### src/rtl/demo_seq_pkg.sv
// Shared types, constants and scene table for the demo scene sequencer.
package demo_seq_pkg;

  localparam int unsigned NUM_LAYERS = 4;
  localparam int unsigned NUM_SCENES = 4;
  localparam int unsigned FADE_BITS  = 8;
  localparam int unsigned DUR_BITS   = 12;
  localparam int unsigned IDX_BITS   = $clog2(NUM_SCENES);

  localparam logic [FADE_BITS-1:0] FADE_MAX = '1;

  typedef enum logic [1:0] {IDLE, FADE_IN, HOLD, FADE_OUT} state_t;

  typedef struct packed {
    logic [NUM_LAYERS-1:0] mask;
    logic [FADE_BITS-1:0]  step;
    logic [DUR_BITS-1:0]   hold;
  } scene_t;

  localparam scene_t SCENE_TABLE [NUM_SCENES] = '{
    '{mask: 4'b1111, step: 8'd64,  hold: 12'd2},
    '{mask: 4'b1001, step: 8'd0,   hold: 12'd0},
    '{mask: 4'b0011, step: 8'd128, hold: 12'd5},
    '{mask: 4'b0101, step: 8'd255, hold: 12'd1}
  };

  // A zero step means an instant cut to full or black.
  function automatic logic [FADE_BITS-1:0] eff_step(input logic [FADE_BITS-1:0] step);
    return (step == '0) ? FADE_MAX : step;
  endfunction

endpackage

### src/rtl/demo_fade_step.sv
// Combinational saturating add/subtract of the fade level by one step.
module demo_fade_step
  import demo_seq_pkg::*;
(
  input  logic [FADE_BITS-1:0] level_i,
  input  logic [FADE_BITS-1:0] step_i,
  input  logic                 up_i,
  output logic [FADE_BITS-1:0] level_o,
  output logic                 at_limit_o
);

  logic [FADE_BITS:0] sum;
  logic [FADE_BITS:0] diff;

  assign sum  = {1'b0, level_i} + {1'b0, step_i};
  assign diff = {1'b0, level_i} - {1'b0, step_i};

  always_comb begin
    level_o    = '0;
    at_limit_o = 1'b0;
    if (up_i) begin
      level_o    = sum[FADE_BITS] ? FADE_MAX : sum[FADE_BITS-1:0];
      at_limit_o = (level_o == FADE_MAX);
    end else begin
      // Borrow out of the top bit means the level would go below black.
      level_o    = diff[FADE_BITS] ? '0 : diff[FADE_BITS-1:0];
      at_limit_o = (level_o == '0);
    end
  end

endmodule

### src/rtl/demo_scene_sequencer.sv
// Frame-synchronous scene scheduler: fades each table scene in, holds it, fades it out.
module demo_scene_sequencer
  import demo_seq_pkg::*;
(
  input  logic                  video_clk_pix,
  input  logic                  video_rst,
  input  logic                  frame_start,
  input  logic                  run,
  input  logic                  skip_req,
  output logic                  skip_ack,
  output logic [NUM_LAYERS-1:0] layer_en,
  output logic [FADE_BITS-1:0]  fade_level,
  output logic [IDX_BITS-1:0]   scene_idx,
  output logic [1:0]            seq_state
);

  state_t                state_q;
  logic [FADE_BITS-1:0]  level_q;
  logic [NUM_LAYERS-1:0] mask_q;
  logic [IDX_BITS-1:0]   idx_q;
  logic [DUR_BITS-1:0]   hold_cnt_q;
  logic                  ack_q;

  scene_t                cur_scene;
  logic [IDX_BITS-1:0]   next_idx;
  logic                  fade_up;
  logic                  skip_now;
  logic [FADE_BITS-1:0]  fade_res;
  logic                  fade_at_limit;

  assign cur_scene = SCENE_TABLE[idx_q];
  assign next_idx  = (idx_q == IDX_BITS'(NUM_SCENES - 1)) ? '0 : idx_q + 1'b1;
  // Skip only cuts short a scene that is still rising or holding.
  assign skip_now  = skip_req && ((state_q == FADE_IN) || (state_q == HOLD));
  assign fade_up   = (state_q == IDLE) || ((state_q == FADE_IN) && !skip_req);

  demo_fade_step u_fade_step (
    .level_i    (level_q),
    .step_i     (eff_step(cur_scene.step)),
    .up_i       (fade_up),
    .level_o    (fade_res),
    .at_limit_o (fade_at_limit)
  );

  always_ff @(posedge video_clk_pix) begin
    if (video_rst) begin
      state_q    <= IDLE;
      level_q    <= '0;
      mask_q     <= '0;
      idx_q      <= '0;
      hold_cnt_q <= '0;
      ack_q      <= 1'b0;
    end else begin
      ack_q <= 1'b0;
      if (frame_start && run) begin
        ack_q <= skip_req;
        unique case (state_q)
          IDLE: begin
            mask_q  <= SCENE_TABLE[0].mask;
            level_q <= fade_res;
            state_q <= FADE_IN;
          end
          FADE_IN: begin
            level_q <= fade_res;
            if (skip_now) begin
              state_q <= FADE_OUT;
            end else if (fade_at_limit) begin
              state_q    <= HOLD;
              hold_cnt_q <= '0;
            end
          end
          HOLD: begin
            if (skip_now || (hold_cnt_q == cur_scene.hold)) begin
              level_q <= fade_res;
              state_q <= FADE_OUT;
            end else begin
              hold_cnt_q <= hold_cnt_q + 1'b1;
            end
          end
          FADE_OUT: begin
            level_q <= fade_res;
            // The mask only swaps on the frame the level reaches black.
            if (fade_at_limit) begin
              idx_q   <= next_idx;
              mask_q  <= SCENE_TABLE[next_idx].mask;
              state_q <= FADE_IN;
            end
          end
          default: state_q <= IDLE;
        endcase
      end
    end
  end

  assign skip_ack   = ack_q;
  assign layer_en   = mask_q;
  assign fade_level = level_q;
  assign scene_idx  = idx_q;
  assign seq_state  = state_q;

endmodule
### config.mk
export PLATFORM = sky130hd
export DESIGN_NAME = demo_scene_sequencer
export DESIGN_NICKNAME = d
export VERILOG_FILES = /design/src/rtl/demo_seq_pkg.sv /design/src/rtl/demo_fade_step.sv /design/src/rtl/demo_scene_sequencer.sv
export SDC_FILE = /design/constraint.sdc
export NUM_CORES = 1
export LEC_CHECK = 0
export CAP_MARGIN = 40
export CORE_ASPECT_RATIO = 1.25
export CORE_UTILIZATION = 47
export DETAILED_ROUTE_END_ITERATION = 6
export PLACE_DENSITY = 0.73
export SLEW_MARGIN = 20
export SYNTH_ARGS = -nofsm -noshare
export SYNTH_HDL_FRONTEND = slang
export SYNTH_SLANG_ARGS = --single-unit
### constraint.sdc
create_clock -name video_clk_pix -period 9.5 [get_ports video_clk_pix]
set_input_delay 1.425 -clock video_clk_pix [delete_from_list [all_inputs] [get_ports video_clk_pix]]
set_output_delay 1.425 -clock video_clk_pix [all_outputs]
set_load 0.03 [all_outputs]
; Yosys cells after proc, flatten, opt, wreduce, memory -nomap -nowiden
; Index checks and enable logic that the tools add are counted.
[op_classes]
n_reduce_logical = 19
n_bitwise = 3
muxes = 25
addsub = 4
n_eq_ne = 12
magnitude_cmp = 2
[ops]
columns = cell, n
row1 = 24-bit binary-select mux with 2-bit select, 2
row2 = 24-bit two-way mux, 2
row3 = 20-bit two-way mux, 2
row4 = 8-bit two-way mux, 5
row5 = 12-bit two-way mux, 3
row6 = 12-bit one-hot mux with 2 select lines, 1
row7 = 8-bit logical NOT, 2
row8 = 8-bit one-hot mux with 2 select lines, 1
row9 = 12-bit by 1-bit adder with 12-bit output (second input constant), 1
row10 = 12-bit == test, 1
row11 = 2-bit two-way mux, 5
row12 = 8-bit by 8-bit adder with 9-bit output, 1
row13 = 8-bit by 8-bit subtractor with 9-bit output, 1
row14 = 8-bit == test (second input constant), 1
row15 = 2-bit inequality test (second input constant), 4
row16 = 2-bit one-hot mux with 4 select lines, 1
row17 = 4-bit one-hot mux with 2 select lines, 1
row18 = 2-bit == test (second input constant), 3
row19 = 3-bit greater-or-equal comparator (second input constant), 2
row20 = 2-bit inverter with 3-bit output, 2
row21 = 3-bit AND reduction, 2
row22 = 5-bit AND reduction, 1
row23 = 4-bit two-way mux, 1
row24 = 4-bit AND reduction, 1
row25 = 14 further kinds, 19
[totals]
output_inout_bits = 17
regBits = 29
word_cells = 71

; Logic depth before layout (Yosys ltp)
[depth]
ltp_word = 13
mapped_depth = 14
mapped_depth_nobuf = 12

; Modules after synthesis
; From an unflattened synthesis, not the netlist that was laid out.
[hier_totals]
cells_unflattened = 307
hier_area_um2 = 2463.6
[modules_own_cells]
columns = module, cells_per_inst, area_each_um2, seq_area_each_um2, n_inst
row1 = demo_scene_sequencer, 183, 1564.0, 580.6, 1
row2 = demo_fade_step, 124, 899.6, 0.0, 1

; Worst setup path before layout
; OpenSTA, ideal clock, no wires.
[synth_timing]
path_kind = input to register
startpoint = in skip_req
endpoint = reg idx_q[0], in the netlist scene_idx[0]
n_path_buf = 1
slack_ns = 5.835
required_time_ns = 9.429
setup_time_ns = 0.071
t_arrival_ns = 3.595
path_stages = 9
cell_sequence = inv_1 > a21oi_2 > or4_1 > or3_1 > a2111o_1 > and3_1 > buf_6 > or4_1 > a21oi_1
[synth_via]
elab_chain_len = 5
[synth_rtl]
columns = element, line_no
row1 = from (decl), demo_scene_sequencer.sv:9  ; input logic skip_req,
row2 = 1-bit logical NOT, demo_scene_sequencer.sv:35  ; assign fade_up = (state_q == IDLE) || ((state_q == FADE_IN) && !skip_req);
row3 = 1-bit logical AND, demo_scene_sequencer.sv:35
row4 = 1-bit logical OR, demo_scene_sequencer.sv:35
row5 = 1-bit two-way mux, demo_fade_step.sv:21  ; if (up_i) begin
row6 = 3-bit AND reduction (no line), n/a
row7 = to (signal assigned), demo_scene_sequencer.sv:84  ; idx_q <= next_idx;
row8 = to (decl), demo_scene_sequencer.sv:20  ; logic [IDX_BITS-1:0] idx_q;
; No other way between the ends.
; A chain may end at the register's enable or synchronous reset.

; Final worst setup path
[layout_timing]
startpoint = reg idx_q[0], in the netlist scene_idx[0]
endpoint = reg idx_q[0], in the netlist scene_idx[0]
[layout_via]
elab_chain_len = 11
elab_cells_between_ends = 17
cone_classes = add/sub (3) / eq/ne (2) / mux (8) / bitwise (1) / reduce/logical (3)
[layout_rtl]
columns = element, line_no
row1 = 2-bit inverter with 3-bit output (not written as such), demo_scene_sequencer.sv:31  ; assign cur_scene = SCENE_TABLE[idx_q];
row2 = 24-bit binary-select mux with 2-bit select, demo_scene_sequencer.sv:31
row3 = 20-bit two-way mux (not written as such) (2 in a row), demo_scene_sequencer.sv:31
row4 = 8-bit logical NOT, demo_seq_pkg.sv:29  ; return (step == '0) ? FADE_MAX : step;
row5 = 8-bit two-way mux, demo_seq_pkg.sv:29
row6 = 8-bit by 8-bit adder with 9-bit output / 8-bit by 8-bit subtractor with 9-bit output (equally long branches), "demo_fade_step.sv:15, demo_fade_step.sv:16"
row7 = 8-bit two-way mux (on tied branches), "demo_fade_step.sv:22, demo_fade_step.sv:26"
row8 = 8-bit == test / 8-bit logical NOT (equally long branches), "demo_fade_step.sv:23, demo_fade_step.sv:27"
row9 = 1-bit two-way mux, demo_fade_step.sv:21
row10 = 3-bit AND reduction (no line), n/a
; Several ways; a longest one is shown, not always the timed one. The select of a mux whose other input is x is not followed.

==> reports/summary.txt <==
HOLD PATH
--------------------------------------------------------------------------------------
Worst hold endpoint                                                        layer_en[0]
Cell depth of the worst min-delay path                                               2
Start point of the worst min-delay path                                    layer_en[0]
Hold crit path type                                                       flip-flop to flip-flop

STA
--------------------------------------------------------------------------------------
Final Cycle Share                                                               46.29%
Worst relative slew slack                                                       49.42%
Max Transition Viols Final                                                           0
Min Clock Period, post-route                                                  4.398 ns
Setup Skew                                                                 0.005973 ns
Count of final setup violators                                                       0
Maximum clock frequency                                                      227.4 MHz
Sum Neg Setup Slack                                                               0 ns
RSZ-0062 raised after global routing                                                no
Actual slew at the worst max-slew pin                                        0.7537 ns
Final count of hold timing violations                                                0

WORST SETUP PATH
--------------------------------------------------------------------------------------
Crit path capture type                                                       flip-flop
Critical path data required time                                               9.71 ns
Signal arrival time at the worst endpoint                                      4.60 ns
Worst setup SP type                                                          flip-flop
Class of the most critical setup path                                     flip-flop to flip-flop
R2R Path Start                                                            scene_idx[0]
Critical register-to-register path endpoint                               scene_idx[0]
Cell count of the worst reg-to-reg path                                             10
Worst setup slack for register-to-register paths                               5.10 ns
Beginning of the critical path                                            scene_idx[0]
Critical path peak fanout                                                           19

CLOCK TREE
--------------------------------------------------------------------------------------
TritonCTS clock tree                                                              done
Cell chosen for the clock root                                                clkbuf_8
Total number of clock tree sinks                                                    29
Clk pin slew, worst setup/hold paths                                           0.06 ns
Postcts setup bufs                                                                   0
Max Buffers Root-to-Sink                                                             2
H-Tree Depth                                                                         2
Number of buffers created by CTS                                                     5
Clk_lat worst skew                                                             0.28 ns
Number of buffers inserted by hold repair at cts                                     0
Post-cts resize count                                                                0

YOSYS
--------------------------------------------------------------------------------------
Seq/Total Area, Yosys                                                           22.19%
Count of flip-flops with a built-in enable after synthesis                           0
FF+latch count, synth                                                               29
Cell count after synthesis                                                         335
Cell area after synthesis                                                     2616 µm²
Post-Syn Area per Cell                                                       7.810 µm²
Cell types with the largest area share after synthesis                    dfxtp_1, ha_1, a21oi_1, nor2_1, xnor2_1
Number of warning messages in the yosys log                                          0
Async set-or-reset flop fraction in the synthesized netlist                         0%
Library cell with the largest summed area after synthesis                      dfxtp_1
Yosys top cell area share                                                       22.19%
Synth cell types                                                                    59
Commonest register cell after synthesis                                        dfxtp_1
Syn Nets                                                                           367

GLOBAL ROUTE
--------------------------------------------------------------------------------------
Via count of the first global-routing pass                                        2411
Total routing resource utilization after global routing                         24.11%
Global route total overflow                                                          0
First-pass GRT wire length                                                    10900 µm
Pin count of the biggest net entering global routing                                34
Number of antenna violations at the first check in global routing                    0

DRT
--------------------------------------------------------------------------------------
Final routed wirelength across all metal layers                                6677 µm
Vias post-DR                                                                      2565
Detailed Routing Iterations Pass 1                                                   4
DR DRC count                                                                         0
Number of routed nets with antenna violations                                        0
DR vias/cell                                                                     6.166
Starting DRC count in detailed routing                                             150
Average wire per cell in the routed design                                    16.05 µm

PLACE
--------------------------------------------------------------------------------------
Number of placed instances, taps included                                          407
Weighted congestion reported at the end of routability-driven placement         0.9197
HPWL Detailed                                                                  4837 µm
Number of buffers added on ports                                                    21

JOB
--------------------------------------------------------------------------------------
Max_cap viols                                                                        0

FINAL LAYOUT
--------------------------------------------------------------------------------------
Net count, final                                                                   383
Area taken by multi-input logic gates                                         1892 µm²
Antenna Diode Count                                                                  0
Count of fill cells added during filler insertion                                  519
Layout cells sized above 1                                                      6.534%
Sequential cell area                                                         580.6 µm²
Synthesis-to-layout area growth                                                 13.53%
Finished Layout Cells                                                              416

DIE
--------------------------------------------------------------------------------------
Std-Cell Core Area                                                            5405 µm²
Area of the die                                                               5871 µm²
Die Ht                                                                        85.42 µm
Starting density of the core                                                    48.40%
Number of placed I/O pins                                                           22
Die X                                                                         68.73 µm
Number of rows in the core area                                                     30

PWR
--------------------------------------------------------------------------------------
Maximum vdd ir drop                                                           103.1 µV
Leak                                                                          1.097 nW
Power density over the cells                                              118.1 nW/µm²

RUN STATUS
--------------------------------------------------------------------------------------
Status                                                                    complete, no violations

-- worst max-delay path, stage by stage (launching register included) --
cell,delay [ns]
dfxtp_1,0.65
inv_1,0.35
ha_1,0.62
o21a_1,0.19
a21boi_0,0.38
o311ai_0,0.28
o41ai_1,0.46
o211ai_1,0.24
and3_1,0.45
or4_1,0.56
a21oi_1,0.13
-- cells in the mapped netlist, types with 3 or more instances --
library cell,count
a311oi_1,6
nand2b_1,7
and2_1,3
or2_2,7
nor2b_1,8
dfxtp_1,29
xor2_1,3
a21oi_1,25
o311ai_0,3
nand3b_1,8
clkbuf_1,8
mux2i_1,3
nand2_1,20
ha_1,25
inv_1,21
o21a_1,3
o21ai_0,11
nor3b_1,8
nor3_1,7
o31ai_1,6
nand3_1,10
o32ai_1,8
nand4_1,3
or3_1,4
and3_1,5
xnor2_1,10
a211oi_1,3
nor2_1,32
or4_1,5
buf_2,4
-- cell families after synthesis --
logic type                 after synthesis  synth area share (%)
xor gates and xnor gates                13                 4.352
DFF                                     29                 22.19
adders and majority gates               27                 13.49
and+or+nand+nor                        132                 27.07
AOI/OAI and AO/OA                       94                 25.40
muxes                                    5                 2.009
buffers and inverters                   35                 5.500
-- where the power goes --
group | switching [mW] | leakage [nW] | internal (mW)
Combinational | 0.0534 | 0.804 | 0.0337
Sequential | 0.00414 | 0.235 | 0.126
Clock | 0.0484 | 0.0585 | 0.0855
Total | 0.106 | 1.10 | 0.245
-- layer usage --
| metal | global-route usage (%) | share of wire, % |
|---|---|---|
| met1 | 29.84 | 42 |
| met2 | 40.73 | 52 |
| met3 | 3.495 | 4.3 |
| met4 | 9.647 | 2.1 |
| met5 | 0 | 0 |
-- placed cells by master (no fill, tap or decap), drive strengths merged, types with 7 or more instances in the layout --
| master | n |
|---|---|
| or2 | 7 |
| nand2 | 20 |
| clkdlybuf4s50 | 21 |
| nand3b | 8 |
| dfxtp | 29 |
| clkbuf | 7 |
| inv | 21 |
| xnor2 | 10 |
| a21oi | 26 |
| ha | 25 |
| o32ai | 8 |
| nand3 | 10 |
| nor2 | 32 |
| o21ai | 12 |
| nand2b | 7 |
| nor3 | 7 |
| nor2b | 8 |
| nor3b | 8 |
-- state kept, by name, indices dropped and copies added (netlist names) --
name and flops:
hold_cnt_q 12, fade_level 8, layer_en 4, scene_idx 2
seq_state 2, skip_ack 1
-- stage by stage --
stage,setup slack (ns),utilization (%),hold slack [ns],total power [mW],area (µm²)
finish,5.102,54.95,0.4875,0.3507,2970
global route,4.762,54.95,0.5147,0.3669,2970
CTS,5.088,54.86,0.4900,0.3516,2965
detailed placement,4.994,52.71,0.4785,0.2177,2849
global placement,5.051,52.71,0.4605,0.2173,2849
floorplan,5.835,-,0.4316,0.1961,2616
-- how the worst max path moves through the flow --
stage	endpoint	slack [ns]	cells after the start
floorplan	scene_idx[0]	5.83	9
global placement	scene_idx[0]	5.05	9
detailed placement	scene_idx[0]	4.99	9
CTS	scene_idx[0]	5.09	10
global route	hold_cnt_q[7]	4.76	10
finish	scene_idx[0]	5.10	10
-- layout make-up --
type | count | area share [%]
clock inverters | 1 | 1.011
inverters | 21 | 2.654
flip-flops and latches | 29 | 19.55
clock buffers | 7 | 2.906
well taps | 64 | 2.696
repair buffers | 23 | 7.498
multi-input cells | 271 | 63.69
Note: power is estimated with default switching activity, not from simulation.
